<file path="src/rtl/scan_bist_driver.sv">
// PRPG/MISR scan BIST driver for a multi-chain scan-inserted core.
// Optional X-masking of scan-out chains: SCAN_BIST_DRIVER_XMASK_EN.
`timescale 1ns/1ps

module scan_bist_driver #(
  parameter int NUM_CHAINS   = 7,
  parameter int CHAIN_LEN    = 32,
  parameter int NUM_PATTERNS = 64
) (
  input  logic                  CK,
  input  logic                  RST,
  input  logic                  start,
  input  logic                  abort,
  input  logic [15:0]           seed,
  input  logic [15:0]           golden,
  output logic                  scan_en,
  output logic                  test_en,
  output logic [NUM_CHAINS-1:0] si,
  input  logic [NUM_CHAINS-1:0] so,
`ifdef SCAN_BIST_DRIVER_XMASK_EN
  input  logic [NUM_CHAINS-1:0] so_mask,
`endif
  output logic                  busy,
  output logic                  done,
  output logic                  pass,
  output logic [15:0]           signature
);

  localparam int SW = $clog2(CHAIN_LEN);
  localparam int PW = $clog2(NUM_PATTERNS + 1);
  localparam logic [SW-1:0] SLAST = SW'(CHAIN_LEN - 1);
  localparam logic [PW-1:0] PLAST = PW'(NUM_PATTERNS);
  localparam logic [15:0] SEED_ALT = 16'hACE1;

  typedef enum logic [1:0] {
    IDLE,
    SHIFT,
    CAPTURE,
    DONE
  } state_t;

  state_t          state_q, state_d;
  logic [15:0]     lfsr_q, lfsr_d;
  logic [15:0]     misr_q, misr_d;
  logic [SW-1:0]   shift_q, shift_d;
  logic [PW-1:0]   pat_q, pat_d;
  logic            scan_en_d, test_en_d;
  logic            busy_d, done_d, pass_d;
  logic [15:0]     sig_d;

  logic [NUM_CHAINS-1:0] so_eff;
  logic [15:0]           so_ext;
  logic [15:0]           lfsr_step;
  logic [15:0]           misr_step;

`ifdef SCAN_BIST_DRIVER_XMASK_EN
  assign so_eff = so & ~so_mask;
`else
  assign so_eff = so;
`endif

  assign so_ext = 16'(so_eff);
  assign si     = lfsr_q[NUM_CHAINS-1:0];

  assign lfsr_step = {lfsr_q[14:0],
    lfsr_q[15] ^ lfsr_q[13] ^ lfsr_q[12] ^ lfsr_q[10]};
  assign misr_step = {misr_q[14:0],
    misr_q[15] ^ misr_q[13] ^ misr_q[12] ^ misr_q[10]}
    ^ so_ext;

  always_ff @(posedge CK or posedge RST) begin
    if (RST) begin
      state_q   <= IDLE;
      lfsr_q    <= '0;
      misr_q    <= '0;
      shift_q   <= '0;
      pat_q     <= '0;
      scan_en   <= 1'b0;
      test_en   <= 1'b0;
      busy      <= 1'b0;
      done      <= 1'b0;
      pass      <= 1'b0;
      signature <= '0;
    end else begin
      state_q   <= state_d;
      lfsr_q    <= lfsr_d;
      misr_q    <= misr_d;
      shift_q   <= shift_d;
      pat_q     <= pat_d;
      scan_en   <= scan_en_d;
      test_en   <= test_en_d;
      busy      <= busy_d;
      done      <= done_d;
      pass      <= pass_d;
      signature <= sig_d;
    end
  end

  always_comb begin
    state_d   = state_q;
    lfsr_d    = lfsr_q;
    misr_d    = misr_q;
    shift_d   = shift_q;
    pat_d     = pat_q;
    scan_en_d = scan_en;
    test_en_d = test_en;
    busy_d    = busy;
    done_d    = 1'b0;
    pass_d    = pass;
    sig_d     = signature;
    unique case (state_q)
      IDLE: begin
        if (start) begin
          state_d   = SHIFT;
          lfsr_d    = (seed == 16'h0000) ? SEED_ALT : seed;
          misr_d    = '0;
          shift_d   = '0;
          pat_d     = '0;
          scan_en_d = 1'b1;
          test_en_d = 1'b1;
          busy_d    = 1'b1;
        end
      end
      SHIFT: begin
        if (abort) begin
          state_d   = IDLE;
          scan_en_d = 1'b0;
          test_en_d = 1'b0;
          busy_d    = 1'b0;
          pass_d    = 1'b0;
        end else begin
          lfsr_d  = lfsr_step;
          // first window only loads; nothing valid comes back yet
          if (pat_q != '0)
            misr_d = misr_step;
          shift_d = shift_q + 1'b1;
          if (shift_q == SLAST) begin
            shift_d   = '0;
            scan_en_d = 1'b0;
            if (pat_q < PLAST) begin
              state_d = CAPTURE;
            end else begin
              state_d   = DONE;
              test_en_d = 1'b0;
              busy_d    = 1'b0;
              done_d    = 1'b1;
              sig_d     = misr_step;
              pass_d    = (misr_step == golden);
            end
          end
        end
      end
      CAPTURE: begin
        if (abort) begin
          state_d   = IDLE;
          scan_en_d = 1'b0;
          test_en_d = 1'b0;
          busy_d    = 1'b0;
          pass_d    = 1'b0;
        end else begin
          state_d   = SHIFT;
          pat_d     = pat_q + 1'b1;
          scan_en_d = 1'b1;
        end
      end
      DONE: begin
        state_d = IDLE;
      end
      default: begin
        state_d = IDLE;
      end
    endcase
  end

endmodule

</file>
<file path="config.mk">
export PLATFORM = sky130hd
export DESIGN_NAME = scan_bist_driver
export DESIGN_NICKNAME = d
export VERILOG_FILES = /design/src/rtl/scan_bist_driver.sv
export SDC_FILE = /design/constraint.sdc
export NUM_CORES = 1
export LEC_CHECK = 0
export CORE_MARGIN = 2
export CORE_UTILIZATION = 50
export DETAILED_ROUTE_END_ITERATION = 16
export PLACE_DENSITY = 0.85
export SLEW_MARGIN = 0
export SYNTH_ARGS = -nofsm -noshare
export SYNTH_HDL_FRONTEND = slang
export SYNTH_SLANG_ARGS = --single-unit
</file>
<file path="constraint.sdc">
create_clock -name CK -period 2.5 [get_ports CK]
set_clock_uncertainty 0.05 [all_clocks]
set_input_delay 0.625 -clock CK [delete_from_list [all_inputs] [get_ports CK]]
set_output_delay 0.625 -clock CK [all_outputs]
set_load 0.02 [all_outputs]
</file>
==> summary.txt <==
Power
  • Static leakage: 1.94 nW
  • Switching Power: 1.51 mW
  • Flop pwr share: 0.369
  • Switching part of the total: 0.372
  • Gate power share: 0.379
  • Pint: 2.55 mW
  • Final Power: around 4 mW
  • Maximum VDD drop: 527 uV
  • Clock power frac: 0.252
  • Power density of the placed cells: roughly 940 nW/um^2

Worst setup path
  • Crit end category: register
  • Worst path cell trace: inv_1 > ha_1 > inv_1 > o21bai_1 > buf_4 > o21ai_0
  • CP most frequent cell: inv_1
  • R2r setup slk: 0.41 ns
  • Worst EP required: about 2.7 ns
  • Crit-path max cell delay: between 0.4 and 0.5 ns
  • Crit Path Category: reg -> reg
  • Worst Reg-to-Reg Cells: 6
  • CP Buf/Inv Count: 3
  • Reg2reg start: state_q[1]$_DFFE_PP0P_
  • Slowest CP cell: dfrtp_1
  • Maximum fanout along the worst path: 31
  • CP delay by family, top: buffers and inverters
  • Worst Setup Start Kind: register
  • Crit path from: state_q[1]$_DFFE_PP0P_
  • Critical register-to-register path endpoint: misr_q[14]$_DFFE_PP0P_
  • Critical Path AT: 2.25 ns

Hold path
  • WHS Endpoint: signature[9]$_DFFE_PP0P_
  • Hold Path Origin: signature[9]$_DFFE_PP0P_
  • Hold Path Class: reg -> reg
  • Min-Delay Path Depth: 2

Yosys
  • Synth unique cells: 36
  • Syn Area/Cell: 9.42 um^2
  • Register area share after synthesis: 0.497
  • Post-synth ARST share: 1.00
  • Mapped Nets: about 400
  • Synth Flop Type: dfrtp_1
  • Post-Synthesis Cells: 353
  • YS warnings: 0
  • Post-Syn Area: 3320 um^2
  • Seq cells post-synth: 66
  • Number of synthesized flops with an enable pin: 0

Placement
  • Gpl congestion: 0.839
  • PortBufs: 70
  • Area of placed instances: approximately 4000 um^2
  • Pre-CTS WS: 0.0934 ns
  • HPWL after DPL: 5.33 mm

STA
  • TNS Setup: 0 ns
  • Final Hold Fails: 0
  • Period utilization: 0.835
  • Unrepaired setup endpoints after global routing: false
  • Max-slew headroom: 0.661
  • Post-layout min period: between 2 and 2.5 ns
  • Worst setup margin: 0.413 ns
  • Fmax achieved: about 480 MHz
  • Slew @ Worst Pin: 0.508 ns
  • Final setup vio count: 0
  • Fin. max-slew vios: 0

Layout
  • Area growth syn-to-layout: 29.7%
  • N_diodes: 0
  • Finished layout cell area: between 4000 and 5000 um^2
  • Util after Layout: 0.675
  • Layout cell share with drive strength beyond 1: 0.0820
  • # fillers: 476
  • Net count, final: ~470

Die
  • Total core area: roughly 6400 um^2
  • Die area: 7320 um^2
  • Chip width: 85.5 um
  • Site Rows: 29
  • DIE HEIGHT: 85.5 um
  • I/O pins: 71
  • Initial Util: 0.521

Status
  • Status: complete, no violations

Clock tree
  • CTS tree: yes
  • Clk sinks: 66
  • Clock Latency Late Sink: 0.35 ns
  • Post-CTS Setup Repair Bufs: 0
  • Post_cts resized: 0
  • CTS Buf Count: 9
  • CTS Hold Bufs: 0
  • Reg clk slew, reported paths: roughly 0.080 ns
  • Root buf cell: clkbuf_8
  • CTS max path bufs: 2
  • H-tree Lvls: 3

Routing
  • Number of DRC violations after detailed-routing iteration 0: 142
  • Via/cell ratio: 5.41
  • Via count: around 2700
  • Final wirelength: 7.60 mm
  • Antenna-violating nets left: 0
  • Drt pass-1 iters: 4
  • Post-route DRC: 0
  • DR WL/cell: roughly 15 um

Global route
  • GRT Util Overall: 0.220
  • Largest net degree at the start of global routing: 67
  • First-pass GRT wire length: 12.7 mm
  • Antenna violations before repair: 0
  • Vias in the first global route: 2733
  • Remaining Overflow, GRT: 0

Job
  • Max Cap Viol: 0
## worst max path at each step
stage                                   to  slack, ns  cells past startpoint
floorplan                 busy$_DFFE_PP0P_       0.17                      1
global route        misr_q[14]$_DFFE_PP0P_       0.24                      6
global placement          pass$_DFFE_PP0P_       0.19                      6
detailed placement        pass$_DFFE_PP0P_       0.09                      6
finish              misr_q[14]$_DFFE_PP0P_       0.41                      6
CTS                 misr_q[14]$_DFFE_PP0P_       0.42                      6
## cells in the final DEF (no fill, tap or decap), types with 2 or more instances in the layout
master and n:
nor4_1 7, nand2_1 87, nand4_1 5, nand2b_1 2, o31ai_1 2, mux2i_1 10, o22ai_1 9, bufinv_16 2
ha_1 8, dfrtp_1 66, a22oi_1 3, mux2_2 5, clkbuf_8 10, clkinv_4 2, xor2_1 18, buf_4 9
nand3b_1 2, inv_1 9, xnor2_1 16, o21ai_0 46, nor2_1 10, clkdlybuf4s50_1 70, and3_1 4, a21oi_1 7
## registers in the layout, summed over array words and instances (netlist names)
register / count
lfsr_q: 16
misr_q: 16
signature: 16
pat_q: 7
shift_q: 5
state_q: 2
busy: 1
done: 1
pass: 1
scan_en: 1
## metrics by stage
stage / std cells / hold slack [ns]
global placement: 488 / 0.407
CTS: 504 / 0.435
floorplan: 353 / 0.400
finish: 504 / 0.430
global route: 504 / 0.457
detailed placement: 488 / 0.416
## layout make-up
type / instances / area (um^2) / area share
Inverter: 11 / 41.3 / 0.00957
Timing Repair Buffer: 80 / 788 / 0.183
Tap cell: 77 / 96.3 / 0.0223
Clock buffer: 10 / 138 / 0.0319
Sequential cell: 66 / 1650 / 0.383
Clock inverter: 6 / 90.1 / 0.0209
Multi-Input combinational cell: 254 / 1510 / 0.350
## Yosys cell counts, types with 6 or more instances
master     n  share of area
nand2_1   87          0.098
dfrtp_1   66           0.50
o21ai_0   46          0.069
xor2_1    18          0.047
xnor2_1   16          0.042
inv_1     10          0.011
mux2i_1   10          0.030
nor2_1    10          0.011
buf_4      9          0.020
o22ai_1    9          0.017
ha_1       8          0.030
a21oi_1    7          0.011
clkbuf_1   7         0.0079
nor4_1     7          0.013
buf_2      6         0.0090
## power groups by stage
stage / clock, mW / combinational (mW) / sequential [mW]
final: 1.02 / 1.54 / 1.50
after global routing: 1.08 / 1.71 / 1.53
after CTS: 1.03 / 1.55 / 1.50
after detailed placement: 0 / 1.53 / 1.52
after global placement: 0 / 1.47 / 1.50
after floorplan: 0 / 1.13 / 1.48
## cell families (layout without fill, tap and decap cells)
kind of cell,count (synthesis),in the layout,share of synthesized area
flops,66,66,0.497
simple gates,124,124,0.162
mux,15,15,0.0470
xor+xnor,34,34,0.0896
compound gates,73,73,0.125
fa+ha+maj,8,8,0.0301
buf+inv,33,107,0.0497
## routing by layer
metal | vias up | track usage | routed length (um) | part of all wire
met2 | 76 | 0.367 | 3630 | 0.48
met1 | 1301 | 0.284 | 3460 | 0.46
met5 | - | 0 | 0 | 0
li1 | 1338 | - | - | -
met3 | 13 | 0.0443 | 377 | 0.050
met4 | 0 | 0.0880 | 134 | 0.018
## worst min-delay path: stages, from the launching register on
cell	delay, ns
dfrtp_1	0.35
nand2_1	0.05
nand2_1	0.05
Power figures use the tool's default switching activity.
